<file path="config.mk">
export PLATFORM = sky130hd
export DESIGN_NAME = usb_rx_controller
export DESIGN_NICKNAME = d
export VERILOG_FILES = /design/src/rtl/usb_rx_controller.sv
export SDC_FILE = /design/constraint.sdc
export NUM_CORES = 1
export LEC_CHECK = 0
export BUFFER_PORTS_ARGS = -buffer_cell sky130_fd_sc_hd__buf_2
export CAP_MARGIN = 5
export CORE_ASPECT_RATIO = 0.75
export CORE_MARGIN = 2
export CORE_UTILIZATION = 52
export CTS_CLUSTER_DIAMETER = 60
export DETAILED_ROUTE_END_ITERATION = 8
export PLACE_DENSITY = 0.76
export SYNTH_ARGS = -nofsm -noshare
export SYNTH_HDL_FRONTEND = slang
export SYNTH_SLANG_ARGS = --single-unit
</file>
<file path="constraint.sdc">
create_clock -name i_clk -period 2.73 [get_ports i_clk]
set_input_delay 0.546 -clock i_clk [delete_from_list [all_inputs] [get_ports i_clk]]
set_output_delay 0.546 -clock i_clk [all_outputs]
set_load 0.05 [all_outputs]
</file>
<file path="src/rtl/usb_rx_controller.sv">
// usb_rx_controller: packet-level sequencer for the USB receive path.
// Validates sync and PID bytes, forwards DATA payload bytes to the RX FIFO,
// checks EOP framing/length and reports packet completion or error.
module usb_rx_controller #(
  parameter int          MAX_DATA  = 66,
  parameter logic [7:0]  SYNC_BYTE = 8'h80
) (
  input  logic       i_clk,
  input  logic       i_rst,
  input  logic       i_d_edge,
  input  logic       i_eop,
  input  logic       i_shift_enable,
  input  logic       i_byte_received,
  input  logic [7:0] i_rcv_data,
  output logic       o_rx_transfer_active,
  output logic       o_flush,
  output logic       o_store_rx_packet_data,
  output logic [7:0] o_rx_packet_data,
  output logic [2:0] o_rx_packet,
  output logic       o_rx_packet_done,
  output logic       o_rx_error
);

  typedef enum logic [2:0] {
    S_IDLE, S_SYNC, S_PID, S_TOKEN, S_DATA, S_HSK, S_EOP_WAIT, S_ERR_WAIT
  } state_t;

  localparam logic [6:0] MAX_CNT = 7'(MAX_DATA);

  state_t     r_state;
  logic [6:0] r_byte_cnt;
  logic [2:0] r_bit_cnt;
  logic       r_eop_seen;

  logic       r_active;
  logic       r_flush;
  logic       r_store;
  logic [7:0] r_data;
  logic [2:0] r_packet;
  logic       r_done;
  logic       r_error;

  // Next-state / event wires
  state_t     w_state_next;
  state_t     w_post_state;
  logic [6:0] w_post_cnt;
  logic       w_start;
  logic       w_err;
  logic       w_store;
  logic       w_accept;
  logic       w_finish;
  logic       w_pid_ok;
  logic       w_eop_evt;
  logic       w_len_ok;

  // PID decode wires
  logic       w_pid_cmpl_ok;
  logic       w_pid_known;
  logic [2:0] w_pid_code;
  state_t     w_pid_state;

  // Output next-value wires
  logic       w_active_next;
  logic       w_flush_next;
  logic       w_store_next;
  logic [7:0] w_data_next;
  logic [2:0] w_packet_next;
  logic       w_done_next;
  logic       w_error_next;

  // Decode the PID byte into a packet code and the state handling its body
  always_comb begin
    w_pid_cmpl_ok = (i_rcv_data[7:4] == ~i_rcv_data[3:0]);
    w_pid_known   = 1'b1;
    w_pid_code    = 3'd0;
    w_pid_state   = S_IDLE;
    case (i_rcv_data)
      8'hE1: begin w_pid_code = 3'd1; w_pid_state = S_TOKEN; end
      8'h69: begin w_pid_code = 3'd2; w_pid_state = S_TOKEN; end
      8'hC3: begin w_pid_code = 3'd3; w_pid_state = S_DATA;  end
      8'h4B: begin w_pid_code = 3'd4; w_pid_state = S_DATA;  end
      8'hD2: begin w_pid_code = 3'd5; w_pid_state = S_HSK;   end
      8'h5A: begin w_pid_code = 3'd6; w_pid_state = S_HSK;   end
      8'h1E: begin w_pid_code = 3'd7; w_pid_state = S_HSK;   end
      default: w_pid_known = 1'b0;
    endcase
  end

  // Next-state logic: byte handling first, then EOP check on the post-byte state
  always_comb begin
    w_state_next = r_state;
    w_post_state = r_state;
    w_post_cnt   = r_byte_cnt;
    w_start      = 1'b0;
    w_err        = 1'b0;
    w_store      = 1'b0;
    w_accept     = 1'b0;
    w_finish     = 1'b0;
    w_pid_ok     = 1'b0;
    w_len_ok     = 1'b0;
    w_eop_evt    = i_shift_enable && i_eop;

    // Byte phase
    if (i_byte_received) begin
      case (r_state)
        S_SYNC: begin
          if (i_rcv_data == SYNC_BYTE) w_post_state = S_PID;
          else                         w_err = 1'b1;
        end
        S_PID: begin
          if (w_pid_cmpl_ok && w_pid_known) begin
            w_pid_ok     = 1'b1;
            w_post_state = w_pid_state;
            w_post_cnt   = 7'd0;
          end else begin
            w_err = 1'b1;
          end
        end
        S_TOKEN: begin
          // Saturate so an overlong token cannot wrap back to a legal length
          if (r_byte_cnt != 7'h7F) w_post_cnt = r_byte_cnt + 7'd1;
        end
        S_DATA: begin
          if (r_byte_cnt >= MAX_CNT) begin
            w_err = 1'b1;
          end else begin
            w_store    = 1'b1;
            w_post_cnt = r_byte_cnt + 7'd1;
          end
        end
        S_HSK:   w_err = 1'b1;
        default: ;
      endcase
    end

    // EOP phase
    case (w_post_state)
      S_TOKEN: w_len_ok = (w_post_cnt == 7'd2);
      S_DATA:  w_len_ok = (w_post_cnt >= 7'd2) && (w_post_cnt <= MAX_CNT);
      S_HSK:   w_len_ok = (w_post_cnt == 7'd0);
      default: w_len_ok = 1'b0;
    endcase

    if (!w_err && w_eop_evt) begin
      case (w_post_state)
        S_SYNC, S_PID: w_err = 1'b1;
        S_TOKEN, S_DATA, S_HSK: begin
          if ((r_bit_cnt != 3'd0) || !w_len_ok) w_err = 1'b1;
          else                                  w_accept = 1'b1;
        end
        default: ;
      endcase
    end

    // A byte that errors must not also be stored
    if (w_err) w_store = 1'b0;

    case (r_state)
      S_IDLE: begin
        if (i_d_edge) begin
          w_start      = 1'b1;
          w_state_next = S_SYNC;
        end
      end
      S_EOP_WAIT: begin
        if (!i_eop) begin
          w_finish     = 1'b1;
          w_state_next = S_IDLE;
        end
      end
      S_ERR_WAIT: begin
        if (r_eop_seen && !i_eop) begin
          w_finish     = 1'b1;
          w_state_next = S_IDLE;
        end
      end
      default: begin
        if (w_err)         w_state_next = S_ERR_WAIT;
        else if (w_accept) w_state_next = S_EOP_WAIT;
        else               w_state_next = w_post_state;
      end
    endcase
  end

  // Output next-values derived from the packet events of this cycle
  always_comb begin
    w_active_next = r_active;
    w_flush_next  = 1'b0;
    w_store_next  = 1'b0;
    w_data_next   = r_data;
    w_packet_next = r_packet;
    w_done_next   = 1'b0;
    w_error_next  = r_error;
    if (w_start) begin
      w_active_next = 1'b1;
      w_flush_next  = 1'b1;
      w_error_next  = 1'b0;
      w_packet_next = 3'd0;
    end
    if (w_pid_ok) w_packet_next = w_pid_code;
    if (w_store) begin
      w_store_next = 1'b1;
      w_data_next  = i_rcv_data;
    end
    if (w_accept) w_done_next = 1'b1;
    if (w_err) begin
      w_error_next  = 1'b1;
      w_packet_next = 3'd0;
    end
    if (w_finish) w_active_next = 1'b0;
  end

  // State, counters and registered outputs
  always_ff @(posedge i_clk) begin
    if (i_rst) begin
      r_state    <= S_IDLE;
      r_byte_cnt <= 7'd0;
      r_bit_cnt  <= 3'd0;
      r_eop_seen <= 1'b0;
      r_active   <= 1'b0;
      r_flush    <= 1'b0;
      r_store    <= 1'b0;
      r_data     <= 8'd0;
      r_packet   <= 3'd0;
      r_done     <= 1'b0;
      r_error    <= 1'b0;
    end else begin
      r_state  <= w_state_next;
      r_active <= w_active_next;
      r_flush  <= w_flush_next;
      r_store  <= w_store_next;
      r_data   <= w_data_next;
      r_packet <= w_packet_next;
      r_done   <= w_done_next;
      r_error  <= w_error_next;

      r_byte_cnt <= w_start ? 7'd0 : w_post_cnt;

      // Bit position within the current byte; a coinciding strobe is bit 1 of the next byte
      if (w_start)
        r_bit_cnt <= 3'd0;
      else if (i_byte_received)
        r_bit_cnt <= i_shift_enable ? 3'd1 : 3'd0;
      else if (i_shift_enable && !i_eop)
        r_bit_cnt <= r_bit_cnt + 3'd1;

      // ERR_WAIT must see EOP high before its falling edge releases the bus
      if (w_start)
        r_eop_seen <= 1'b0;
      else if (w_err)
        r_eop_seen <= i_eop;
      else if (r_state == S_ERR_WAIT && i_eop)
        r_eop_seen <= 1'b1;
    end
  end

  assign o_rx_transfer_active   = r_active;
  assign o_flush                = r_flush;
  assign o_store_rx_packet_data = r_store;
  assign o_rx_packet_data       = r_data;
  assign o_rx_packet            = r_packet;
  assign o_rx_packet_done       = r_done;
  assign o_rx_error             = r_error;

endmodule

</file>
==> PnR_summary.wiki <==
{| class="wikitable"
! Metric !! Value
|-
| Fraction of final layout cells sized beyond drive strength 1 || 46.84%
|-
| Total of fill cells in the finished design || 261
|-
| Count of input and output buffers || 29
|-
| Proportion of synthesized chip area in sequential cells || 27.13%
|-
| Max FO, Critical Path || 6
|-
| Crit Path Category || reg -> reg
|-
| Num Clock Sinks || 30
|-
| Setup WS post-layout || -107.2 ps
|-
| Via count || 2486
|-
| DRC errors left || 0
|-
| Post-Syn Nets || 274
|-
| Post-synth top area cell || sky130_fd_sc_hd__dfxtp_1
|-
| Number of global-route vias before repair || 2360
|-
| Cell Rows || 20
|-
| Power density normalized to cell area || 583.9 mW/mm2
|-
| Ratio of final minimum period to clock period || 103.9%
|-
| Share of the core filled with cells || 78.22%
|-
| Post-placement setup slack || -404.9 ps
|-
| Syn avg cell area || 8.646 um2
|-
| Syn-to-layout area delta || 44.15%
|-
| Maximum buffer depth of the clock tree || 2
|-
| FF+latch count, synth || 30
|-
| Total Die Area || 0.004800 mm2
|-
| Starting Density || 54.26%
|-
| Number of enable-type register cells in the synthesized netlist || 0
|-
| Inserted Diodes || 0
|-
| Worst r2r dst || o_rx_packet_data[3]
|-
| Worst Setup SP || r_byte_cnt[0]
|-
| Minimum hold slack || 494.2 ps
|-
| Reported max-cap violation count || 0
|-
| Peak ir drop on the vdd network || 449.2 uV
|-
| Slew Viols, Final || 0
|-
| Share of the synthesized area in the top cell type || 27.13%
|-
| Pleak || 1.356 nW
|-
| Pin count of the biggest net entering global routing || 18
|-
| Capturing element type of the critical path || flip-flop
|-
| Met2 Routed Length || 3.397 mm
|-
| RSZ-0062 raised after global routing || yes
|-
| Sequential Area || 609.3 um2
|-
| Final net count || 366
|-
| Clock tree from TritonCTS || yes
|-
| Met1 Wirelength || 3.203 mm
|-
| Initial antenna violation count || 0
|-
| Final GP Congestion || 0.9473
|-
| Arr. time, crit path || 3010 ps
|-
| Synth warn || 0
|-
| Number of routed nets with antenna violations || 0
|-
| Area used by multi-input combinational logic || 0.001777 mm2
|-
| Worst reg2reg path depth || 11
|-
| DRC marker count from the first detailed-route iteration || 246
|-
| Half-perimeter wire length after detailed placement || 5.016 mm
|-
| Core Footprint || 0.004079 mm2
|-
| Startpoint of the lowest-slack register-to-register path || r_byte_cnt[0]
|-
| Post-Layout Inst Area || 0.003191 mm2
|-
| Hold/Removal Path Class || reg -> reg
|-
| Dominant synthesized flop cell || sky130_fd_sc_hd__dfxtp_1
|-
| Clock slew at reported path FFs || 60 ps
|-
| Wire length per cell || 18.38 um
|-
| Setup crit start kind || flip-flop
|-
| Clock tree root driver cell || sky130_fd_sc_hd__clkbuf_8
|-
| Global-route wire length before repair || 11.42 mm
|-
| Combined area of all synthesized cells || 0.002213 mm2
|-
| Worst-case headroom to the max-slew limit || 69.52%
|-
| Clock Skews || 7.423 ps
|-
| Violations in the final reports || setup timing
|-
| Chip width || 79.34 um
|-
| Number of endpoints with negative hold slack in the final report || 0
|-
| Final number of setup-violating endpoints || 14
|-
| Distinct cells, synth || 67
|-
| GR Overflow Total || 0
|-
| Worst R2R Setup Slack || -110 ps
|-
| GRT Resource Usage Total || 31.35%
|-
| # hold bufs at CTS || 0
|-
| Minimum period implied by the final worst setup slack || 2837 ps
|-
| Total CTS buffers || 5
|-
| Upper clock frequency limit || 352.5 MHz
|-
| Share of synthesized flip-flops with an asynchronous set or reset || 0%
|-
| Overall Power || 1.863 mW
|-
| WL final || 7.407 mm
|-
| Die boundary height || 60.50 um
|-
| Main area contributors after synthesis || sky130_fd_sc_hd__dfxtp_1 (27%), sky130_fd_sc_hd__nor3b_2 (5.7%), sky130_fd_sc_hd__a21oi_1 (4.5%)
|-
| Count of pins on the block boundary || 30
|-
| Clock insertion delay at the later pin of the skew report || 290 ps
|-
| H-tree Lvls || 2
|-
| Highest metal layer with signal wires || met4
|-
| Outcome || complete, but fails checks
|-
| Number of vias per cell || 6.169
|-
| Met3 wire length || 679 um
|-
| Post-Syn Instances || 256
|-
| Placed instance area || 0.002854 mm2
|-
| Critical path capture point || o_rx_packet_data[3]
|-
| 1st-pass router iterations || 5
|-
| CP Data Required Time || 2900 ps
|-
| Measured slew at the worst slew-check pin || 457.3 ps
|}
==> worst max-delay path, cell delays in order, from the launching register on <==
cell and delay, ps:
sky130_fd_sc_hd__dfxtp_4 370, sky130_fd_sc_hd__ha_2 190, sky130_fd_sc_hd__and4_4 210, sky130_fd_sc_hd__nor3b_4 170, sky130_fd_sc_hd__a211oi_4 330, sky130_fd_sc_hd__nand2_4 140
sky130_fd_sc_hd__a22oi_2 230, sky130_fd_sc_hd__and4_4 270, sky130_fd_sc_hd__o2111ai_4 180, sky130_fd_sc_hd__o21ba_4 270, sky130_fd_sc_hd__o21a_1 190, sky130_fd_sc_hd__o21ba_1 170
==> layout by cell type (no fill, tap or decap), types with 2 or more instances in the layout <==
master                      count
sky130_fd_sc_hd__xor2_1         2
sky130_fd_sc_hd__xor2_2         2
sky130_fd_sc_hd__nand3b_1       5
sky130_fd_sc_hd__o21ba_1        8
sky130_fd_sc_hd__and3_1         2
sky130_fd_sc_hd__xnor2_1        3
sky130_fd_sc_hd__a22oi_1        2
sky130_fd_sc_hd__and4_4         2
sky130_fd_sc_hd__clkbuf_8       6
sky130_fd_sc_hd__o21ai_0        9
sky130_fd_sc_hd__a21oi_1       17
sky130_fd_sc_hd__and2b_1        3
sky130_fd_sc_hd__a21oi_2        3
sky130_fd_sc_hd__nor3b_2        9
sky130_fd_sc_hd__buf_4         63
sky130_fd_sc_hd__a21o_1         3
sky130_fd_sc_hd__or2_2          2
sky130_fd_sc_hd__nor2_2         2
sky130_fd_sc_hd__nand4_1        4
sky130_fd_sc_hd__dfxtp_4        2
sky130_fd_sc_hd__nand2_1       12
sky130_fd_sc_hd__nor2b_1        3
sky130_fd_sc_hd__nor4_2         2
sky130_fd_sc_hd__o21ba_4        3
sky130_fd_sc_hd__buf_2         28
sky130_fd_sc_hd__a211oi_2       5
sky130_fd_sc_hd__nor2_1        21
sky130_fd_sc_hd__nor3b_4        2
sky130_fd_sc_hd__ha_1           2
sky130_fd_sc_hd__inv_1          6
sky130_fd_sc_hd__a31oi_1        2
sky130_fd_sc_hd__nand3_1       13
sky130_fd_sc_hd__nor3_1         8
sky130_fd_sc_hd__nand4bb_1      2
sky130_fd_sc_hd__o21a_1         9
sky130_fd_sc_hd__nand2b_1       2
sky130_fd_sc_hd__dfxtp_1       27
sky130_fd_sc_hd__nor3b_1        3
==> cells in the mapped netlist (all sizes together) (7+ instances only) <==
cell,n
o21a,9
nor2,23
a211oi,7
o21ba,9
nand3,14
nor3b,14
nand2,14
o21ai,11
dfxtp,30
a21oi,20
inv,7
nor3,8
==> cell families after synthesis <==
group	count (synthesis)	synth area share, %
AO/OA/AOI/OAI	84	30.19
XOR/XNOR	7	2.770
adder cells (fa/ha/maj)	4	2.261
buffers and inverters	17	4.183
flip-flops	30	27.13
multiplexers	1	0.4523
AND/OR/NAND/NOR	113	33.01
==> per-stage QoR <==
stage / setup TNS, ps / cells
after floorplan: 0 / 256
after global placement: -4123 / 389
after detailed placement: -5272 / 389
after CTS: -199.4 / 401
after global routing: -1967 / 403
final: -1046 / 403
==> power by group <==
part	internal [mW]	switching (mW)	leakage, nW
Sequential	0.478	0.0430	0.245
Combinational	0.411	0.570	1.07
Clock	0.200	0.161	0.0443
Total	1.09	0.774	1.36
==> how the worst min path moves through the flow <==
stage / start / to / slack [ps] / depth (start not counted)
after floorplan: r_eop_seen / r_eop_seen / 510 / 2
after CTS: o_rx_error / o_rx_error / 500 / 2
after global routing: o_rx_error / o_rx_error / 510 / 2
final: o_rx_error / o_rx_error / 490 / 2
after detailed placement: o_rx_packet[0] / o_rx_packet[0] / 480 / 2
after global placement: o_rx_packet[0] / o_rx_packet[0] / 460 / 2
==> flip-flops by register name (all words and copies together) (netlist names) <==
name and count:
o_flush 1, o_rx_error 1, o_rx_packet 3, o_rx_packet_data 8, o_rx_packet_done 1, o_rx_transfer_active 1
o_store_rx_packet_data 1, r_bit_cnt 3, r_byte_cnt 7, r_eop_seen 1, r_state 3
==> repair_timing <==
| action | in CTS | in global routing |
|---|---|---|
| resized for setup | 21 | 16 |
| pin swaps | 8 | 7 |
| buffers inserted | 2 | 2 |
| endpoints found under the setup margin | 14 | 16 |
| gates cloned | 3 | 0 |
==> metal layers <==
layer	global-route usage, %	vias up
met5	0	-
met4	9.852	0
met3	7.887	16
met2	51.45	121
met1	41.49	1194
li1	-	1155
==> area by class of cell <==
cell class	instances	area share, %
multi-input cells	212	55.69
flip-flops and latches	30	19.10
well taps	55	2.157
clock buffers	7	2.706
repair buffers	92	19.45
inverters	7	0.9020
No activity file was read; power rests on OpenSTA's default activity.
